$ cat src/rtl/ffnn_neuron_mac_sequencer.sv
// Fully-connected layer sequencer: reads x, weights and bias over Avalon-MM,
// multiply-accumulates in fixed point, saturates, optional ReLU, writes y back.
module ffnn_neuron_mac_sequencer #(
  parameter int ADDR_W    = 13,
  parameter int DATA_W    = 32,
  parameter int FRAC_BITS = 16,
  parameter int ACC_W     = 48,
  parameter int RELU      = 1
) (
  input  logic              clk,
  input  logic              reset,
  input  logic              start,
  input  logic [ADDR_W-1:0] in_base,
  input  logic [ADDR_W-1:0] w_base,
  input  logic [ADDR_W-1:0] out_base,
  input  logic [ADDR_W-1:0] num_inputs,
  input  logic [ADDR_W-1:0] num_neurons,
  output logic              busy,
  output logic              done,
  output logic [ADDR_W-1:0] mem_address,
  output logic              mem_chipselect,
  output logic              mem_write,
  output logic [3:0]        mem_byteenable,
  output logic [DATA_W-1:0] mem_writedata,
  input  logic [DATA_W-1:0] mem_readdata
);

  typedef enum logic [2:0] {
    S_IDLE, S_FETCH_X, S_FETCH_W, S_ACC, S_FETCH_B, S_ADD_B, S_WRITE, S_DONE
  } state_t;

  state_t              r_state, w_next;
  logic [ADDR_W-1:0]   r_in_base, r_out_base, r_num_in, r_num_neu;
  logic [ADDR_W-1:0]   r_i, r_n, r_w_ptr;
  logic [DATA_W-1:0]   r_x;
  logic [ACC_W-1:0]    r_acc;

  logic signed [2*DATA_W-1:0] w_prod;
  logic [ACC_W-1:0]    w_term, w_bias_ext;
  logic [ADDR_W-1:0]   w_last_i, w_last_n;
  logic                w_in_range;
  logic [DATA_W-1:0]   w_sat, w_result;

  assign w_prod     = $signed(r_x) * $signed(mem_readdata);
  assign w_term     = ACC_W'(w_prod >>> FRAC_BITS);
  assign w_bias_ext = {{(ACC_W-DATA_W){mem_readdata[DATA_W-1]}}, mem_readdata};
  assign w_last_i   = r_num_in - {{(ADDR_W-1){1'b0}}, 1'b1};
  assign w_last_n   = r_num_neu - {{(ADDR_W-1){1'b0}}, 1'b1};

  // In range when every bit from the DATA_W sign bit upward agrees.
  assign w_in_range = (&r_acc[ACC_W-1:DATA_W-1]) | ~(|r_acc[ACC_W-1:DATA_W-1]);
  assign w_sat      = w_in_range ? r_acc[DATA_W-1:0] :
                      (r_acc[ACC_W-1] ? {1'b1, {(DATA_W-1){1'b0}}} : {1'b0, {(DATA_W-1){1'b1}}});
  assign w_result   = ((RELU != 0) && w_sat[DATA_W-1]) ? '0 : w_sat;

  assign mem_byteenable = 4'hF;

  always_ff @(posedge clk or posedge reset) begin
    if (reset) r_state <= S_IDLE;
    else       r_state <= w_next;
  end

  always_comb begin
    w_next         = r_state;
    busy           = 1'b0;
    done           = 1'b0;
    mem_address    = '0;
    mem_chipselect = 1'b0;
    mem_write      = 1'b0;
    mem_writedata  = '0;
    case (r_state)
      S_IDLE: begin
        if (start) begin
          if (num_neurons == '0)     w_next = S_DONE;
          else if (num_inputs == '0) w_next = S_FETCH_B;
          else                       w_next = S_FETCH_X;
        end
      end
      S_FETCH_X: begin
        busy           = 1'b1;
        mem_address    = r_in_base + r_i;
        mem_chipselect = 1'b1;
        w_next         = S_FETCH_W;
      end
      S_FETCH_W: begin
        busy           = 1'b1;
        mem_address    = r_w_ptr;
        mem_chipselect = 1'b1;
        w_next         = S_ACC;
      end
      S_ACC: begin
        busy   = 1'b1;
        w_next = (r_i == w_last_i) ? S_FETCH_B : S_FETCH_X;
      end
      S_FETCH_B: begin
        busy           = 1'b1;
        mem_address    = r_w_ptr;
        mem_chipselect = 1'b1;
        w_next         = S_ADD_B;
      end
      S_ADD_B: begin
        busy   = 1'b1;
        w_next = S_WRITE;
      end
      S_WRITE: begin
        busy           = 1'b1;
        mem_address    = r_out_base + r_n;
        mem_chipselect = 1'b1;
        mem_write      = 1'b1;
        mem_writedata  = w_result;
        if (r_n == w_last_n)      w_next = S_DONE;
        else if (r_num_in == '0)  w_next = S_FETCH_B;
        else                      w_next = S_FETCH_X;
      end
      S_DONE: begin
        done   = 1'b1;
        w_next = S_IDLE;
      end
      default: w_next = S_IDLE;
    endcase
  end

  always_ff @(posedge clk or posedge reset) begin
    if (reset) begin
      r_in_base  <= '0;
      r_out_base <= '0;
      r_num_in   <= '0;
      r_num_neu  <= '0;
      r_i        <= '0;
      r_n        <= '0;
      r_w_ptr    <= '0;
      r_x        <= '0;
      r_acc      <= '0;
    end else begin
      case (r_state)
        S_IDLE: begin
          if (start) begin
            r_in_base  <= in_base;
            r_out_base <= out_base;
            r_num_in   <= num_inputs;
            r_num_neu  <= num_neurons;
            r_w_ptr    <= w_base;
            r_i        <= '0;
            r_n        <= '0;
            r_acc      <= '0;
          end
        end
        S_FETCH_W: r_x <= mem_readdata;
        S_ACC: begin
          r_acc   <= r_acc + w_term;
          r_i     <= r_i + 1'b1;
          r_w_ptr <= r_w_ptr + 1'b1;
        end
        S_ADD_B: r_acc <= r_acc + w_bias_ext;
        S_WRITE: begin
          // Stepping past the bias lands on the next neuron's first weight.
          if (r_n != w_last_n) begin
            r_n     <= r_n + 1'b1;
            r_i     <= '0;
            r_acc   <= '0;
            r_w_ptr <= r_w_ptr + 1'b1;
          end
        end
        default: ;
      endcase
    end
  end

endmodule

$ cat config.mk
export PLATFORM = sky130hd
export DESIGN_NAME = ffnn_neuron_mac_sequencer
export DESIGN_NICKNAME = d
export VERILOG_FILES = /design/src/rtl/ffnn_neuron_mac_sequencer.sv
export SDC_FILE = /design/constraint.sdc
export NUM_CORES = 2
export LEC_CHECK = 0
export BUFFER_PORTS_ARGS = -buffer_cell sky130_fd_sc_hd__buf_4
export CAP_MARGIN = 5
export CORE_UTILIZATION = 25
export CTS_BUF_LIST = sky130_fd_sc_hd__clkbuf_16
export CTS_CLUSTER_SIZE = 10
export DETAILED_ROUTE_END_ITERATION = 12
export MAX_ROUTING_LAYER = met4
export PLACE_DENSITY = 0.43
export SETUP_SLACK_MARGIN = 0.5
export SLEW_MARGIN = 10
export SYNTH_ARGS = -nofsm -noshare
export SYNTH_HDL_FRONTEND = slang
export SYNTH_SLANG_ARGS = --single-unit
$ cat constraint.sdc
create_clock -name clk -period 24.3 [get_ports clk]
set_clock_uncertainty 0.2 [all_clocks]
set_input_delay 2.43 -clock clk [delete_from_list [all_inputs] [get_ports clk]]
set_output_delay 2.43 -clock clk [all_outputs]
set_load 0.005 [all_outputs]
======== Word-level counts from Yosys, hierarchy flattened ========
Index checks and enable logic that the tools add are counted.
W data, S select, Z words.
storage, ports and cells
  bits in registers ....................... 174
  input bits .............................. 100
  output and inout bits ................... 53
  logic and storage cells ................. 77
operators by class
  $add $sub $neg .......................... 9
  multiply operators ...................... 1
  equality and inequality tests ........... 12
  mux-type cells .......................... 27
  bitwise operators ....................... 2
  reductions and logical operators ........ 16
operators with widths
  operator                 number
  $pmux W48 S4             1
  $pmux W13 S3             3
  $add A48 B48 Y48         2
  $mux W48                 2
  $mux W13                 5
  $mul A32 B32 Y64         1
  $mux W32                 2
  $mux W31                 2
  $add A13 B1 Y13 const B  3
  $logic_not A13 Y1        3
  $add A13 B13 Y13         2
  $eq A13 B13 Y1           2
  $pmux W13 S2             1
  $sub A13 B1 Y13 const B  2
  $pmux W3 S8              1
  $mux W3                  6
  $reduce_and A17 Y1       1
  $reduce_or A17 Y1        1
  $ne A13 B13 Y1           1
  $eq A3 B3 Y1 const B     4
  $reduce_and A3 Y1        3
  $eq A3 B2 Y1 const B     2
  $reduce_or A6 Y1         1
  $mux W1                  4
  other kinds (11)         12

======== Longest topological paths before layout ========
  word-level depth ........................ 6
  gate-level depth with buffers ........... 41
  depth with buffers taken out ............ 39

======== Worst setup path after synthesis ========
No wires, ideal clock.
  kind .................................... input port to flip-flop
  start ................................... in mem_readdata[2]
  end ..................................... reg r_acc[46]
  setup time .............................. 0.104 ns
  arrival ................................. 11.664 ns
  data required time ...................... 23.996 ns
  setup slack ............................. 12.333 ns
  stages on the path ...................... 36
  buffers on the path ..................... 4
  cell sequence ........................... clkbuf_1 -> clkbuf_1 -> nand2_1 -> inv_1 -> fa_1 -> fa_1 -> fa_1 -> fa_1 -> inv_1 -> fa_1 -> inv_1 -> fa_1 -> inv_1 -> fa_1 -> inv_1 -> fa_1 -> ha_1 -> clkbuf_1 -> a21o_1 -> a21oi_1 -> o31ai_1 -> a221o_1 -> a21oi_1 -> o21ai_0 -> a21o_1 -> xnor2_1 -> o21ai_0 -> ha_1 -> clkbuf_1 -> a21oi_1 -> o21ai_0 -> a21o_1 -> or3_1 -> a211oi_1 -> o31ai_1 -> o311ai_1
on the way
  cells in the longest elaborated chain, start to end .. 3
  elaborated cells on any way between the ends .. 4
  classes of those cells .................. 2 x add/sub; 1 x mul; 1 x mux
ends and longest elaborated chain
  what                    RTL line  RTL
  start: declaration      25        input logic [DATA_W-1:0] mem_readdata
  $mul A32 B32 Y64        44        assign w_prod = $signed(r_x) * $signed(mem_readdata);
  $add A48 B48 Y48        150       r_acc <= r_acc + w_term;
  $pmux W48 S4 *          135       case (r_state)
  end signal: assignment  150
  end signal: assignment  154       S_ADD_B: r_acc <= r_acc + w_bias_ext;
  end: declaration        36        logic [ACC_W-1:0] r_acc;
Mark *: on every way between the ends. The rest lies on a longest branch, timed or not.
A chain may end at the register's enable or synchronous reset.

======== Worst setup path after layout ========
  start ................................... in mem_readdata[2]
  end ..................................... reg r_acc[40]
The elaborated chain is that of the path after synthesis.

==> run metrics <==
transition time at the pin with the least slew margin 1.10 ns; # hold bufs at CTS 0; number of setup buffers added after CTS 0; clock transition time at the flip-flop clock pins of the worst setup and hold paths 0.08 ns; Data required, critical path 24.46 ns; Die X 439 um; top flip-flop cell by instance count after synthesis dfrtp_1; top cells by count, synth fa_1, inv_1, nand2_1; number of levels the H-tree was split into 4; maximum number of pins on one net before global-route repair 109; number of placed cells counting well taps 7576; result of the run completed; I/O Pins 153; most prevalent standard cell on the critical path fa_1; post-cts gate resize count 0; synthesized area per cell 9.27 um^2; netlist area before placement 0.0478 mm^2; sinks on the clock net 174; Max Buffers Root-to-Sink 2; count of buffers inserted at the top-level ports 147; number of violations of the max-capacitance limit 0; number of nets in the layout 6525; Final Hold Viols 0; flops & latches, synth 174; Synth async-reset ratio 1.00; dominant cells by area after synthesis fa_1, dfrtp_1, inv_1; final core area utilization 0.273; row count 160; total congestion overflow 0; critical path's slowest cell nor4b_1; Setup violations, final 0; Max-Slew Margin vs Limit 0.266; area fraction of the dominant cell type after synthesis 0.454; fraction of layout cells with a size suffix above 1 0.0695; Final HPWL DP 117 mm; Max FO, Critical Path 34; launching element type of the critical path input port; initial DRC count 1857; All-Layer GR Usage 0.167; cell with the most instances after synthesis fa_1; final-layout setup total negative slack 0 ns; placeable core area 0.190 mm^2; worst hold slack across all endpoints 0.309 ns; CP Class input port to register; height of the chip 439 um; warning count from the yosys run 0; die area 0.193 mm^2; arrival time of the worst setup path 13.04 ns; clock insertion delay at the later pin of the skew report 0.51 ns; number of global-route vias before repair 38.4k; wire length of the first global-routing pass 238 mm; worst hold path class register to register; sequential cell area fraction in the yosys report 0.0912; via count 34.5k; unrepaired setup endpoints after global routing no; CTS tree done; antenna violation net count after detailed routing 0; number of enable flip-flop cells after synthesis 0; library cells used by synthesis 88; via density per instance 4.54; growth of design area from synthesis to finish 8.78%; DR WL/cell 19.8 um; Detailed Route WL 150 mm; final worst-path cycle share 0.530; non-filler cells in the finished layout 7611; DRC violations left 0; CP Capture Type register; max frequency 0.0776 GHz; minimum clock period after layout 12.88 ns; Inserted Clock Buffers 17; number of max-slew violations in the final report 0; number of antenna violations at the first check in global routing 11; post-synthesis instance total 5150; stage delay of the slowest cell on the critical path 0.75 ns; router iterations before antenna repair 5; final estimated routing congestion in global placement 0.836; Clock Root Buffer clkbuf_16; starting density of the core 0.251; leading area contributor after synthesis fa_1
## logic make-up after synthesis
logic type      count (synthesis)  share of synthesized area
simple gates                 1566                      0.161
compound gates                558                     0.0751
fa+ha+maj                    1341                      0.522
mux                            85                     0.0200
other cells                     2                   0.000157
flops                         174                     0.0912
xor+xnor                      169                     0.0310
buf+inv                      1255                     0.0994
## cell usage in the layout, fill, tap and decap left out, drive strengths merged, types with 38 or more instances in the layout
cell type and count:
a21o 62, a21oi 151, and2 487, buf 187
dfrtp 174, fa 1084, ha 257, inv 987
mux2 82, nand2 686, nand3 38, nand4 43
nor2 151, o21a 42, o21ai 151, xnor2 94
xor2 75
## area by class of cell
class / instances / area, um^2
fillers: 20400 / 138000
multi-input cells: 3724 / 38700
flip-flops and latches: 174 / 4370
inverters: 980 / 3690
well taps: 2511 / 3140
repair buffers: 187 / 1400
clock buffers: 17 / 425
clock inverters: 15 / 214
diodes: 3 / 7.51
## worst max-delay path: cells and delay by family
kind                     cells  cell delay, ns
AO/OA/AOI/OAI               12            2.30
AND/OR/NAND/NOR              9            2.39
XOR/XNOR                     2            0.35
adder cells (fa/ha/maj)     10            5.00
buffers and inverters        4            0.53
## state kept, by name, indices dropped and copies added (netlist names)
name        count
r_x            32
r_out_base     13
r_in_base      13
r_state         3
r_i            13
r_n            13
r_acc          48
r_num_neu      13
r_num_in       13
r_w_ptr        13
## metal layers
layer / wire length, um / vias up / track usage
met5: 0 / - / -
met4: 3180 / 0 / 0.0367
met3: 5190 / 119 / 0.0151
met2: 73700 / 611 / 0.276
met1: 68400 / 18300 / 0.221
li1: - / 15500 / -
## worst paths after layout
path / startpoint / end / slack, ns / depth (start not counted)
min reg2reg: r_x[26]$_DFFE_PP0P_ / r_x[26]$_DFFE_PP0P_ / 0.31 / 1
max: mem_readdata[2] / r_acc[40]$_DFFE_PP0P_ / 11.42 / 37
min: r_x[26]$_DFFE_PP0P_ / r_x[26]$_DFFE_PP0P_ / 0.31 / 1
max in group asynchronous: reset / r_num_in[10]$_DFFE_PP0P_ / 20.54 / 3
max reg2reg: r_x[16]$_DFFE_PP0P_ / r_acc[40]$_DFFE_PP0P_ / 12.67 / 36
min in group asynchronous: reset / r_acc[1]$_DFFE_PP0P_ / 1.92 / 2
## per-stage QoR
stage | area [um^2] | setup slack, ns
after detailed placement | 51300 | 10.92
after global routing | 51900 | 10.83
after global placement | 51300 | 10.87
after CTS | 51900 | 11.44
final | 52000 | 11.42
after floorplan | 47800 | 12.33
Power is not shown: default switching activity piles up to over one toggle a cycle in this logic, so the estimate is an artifact.
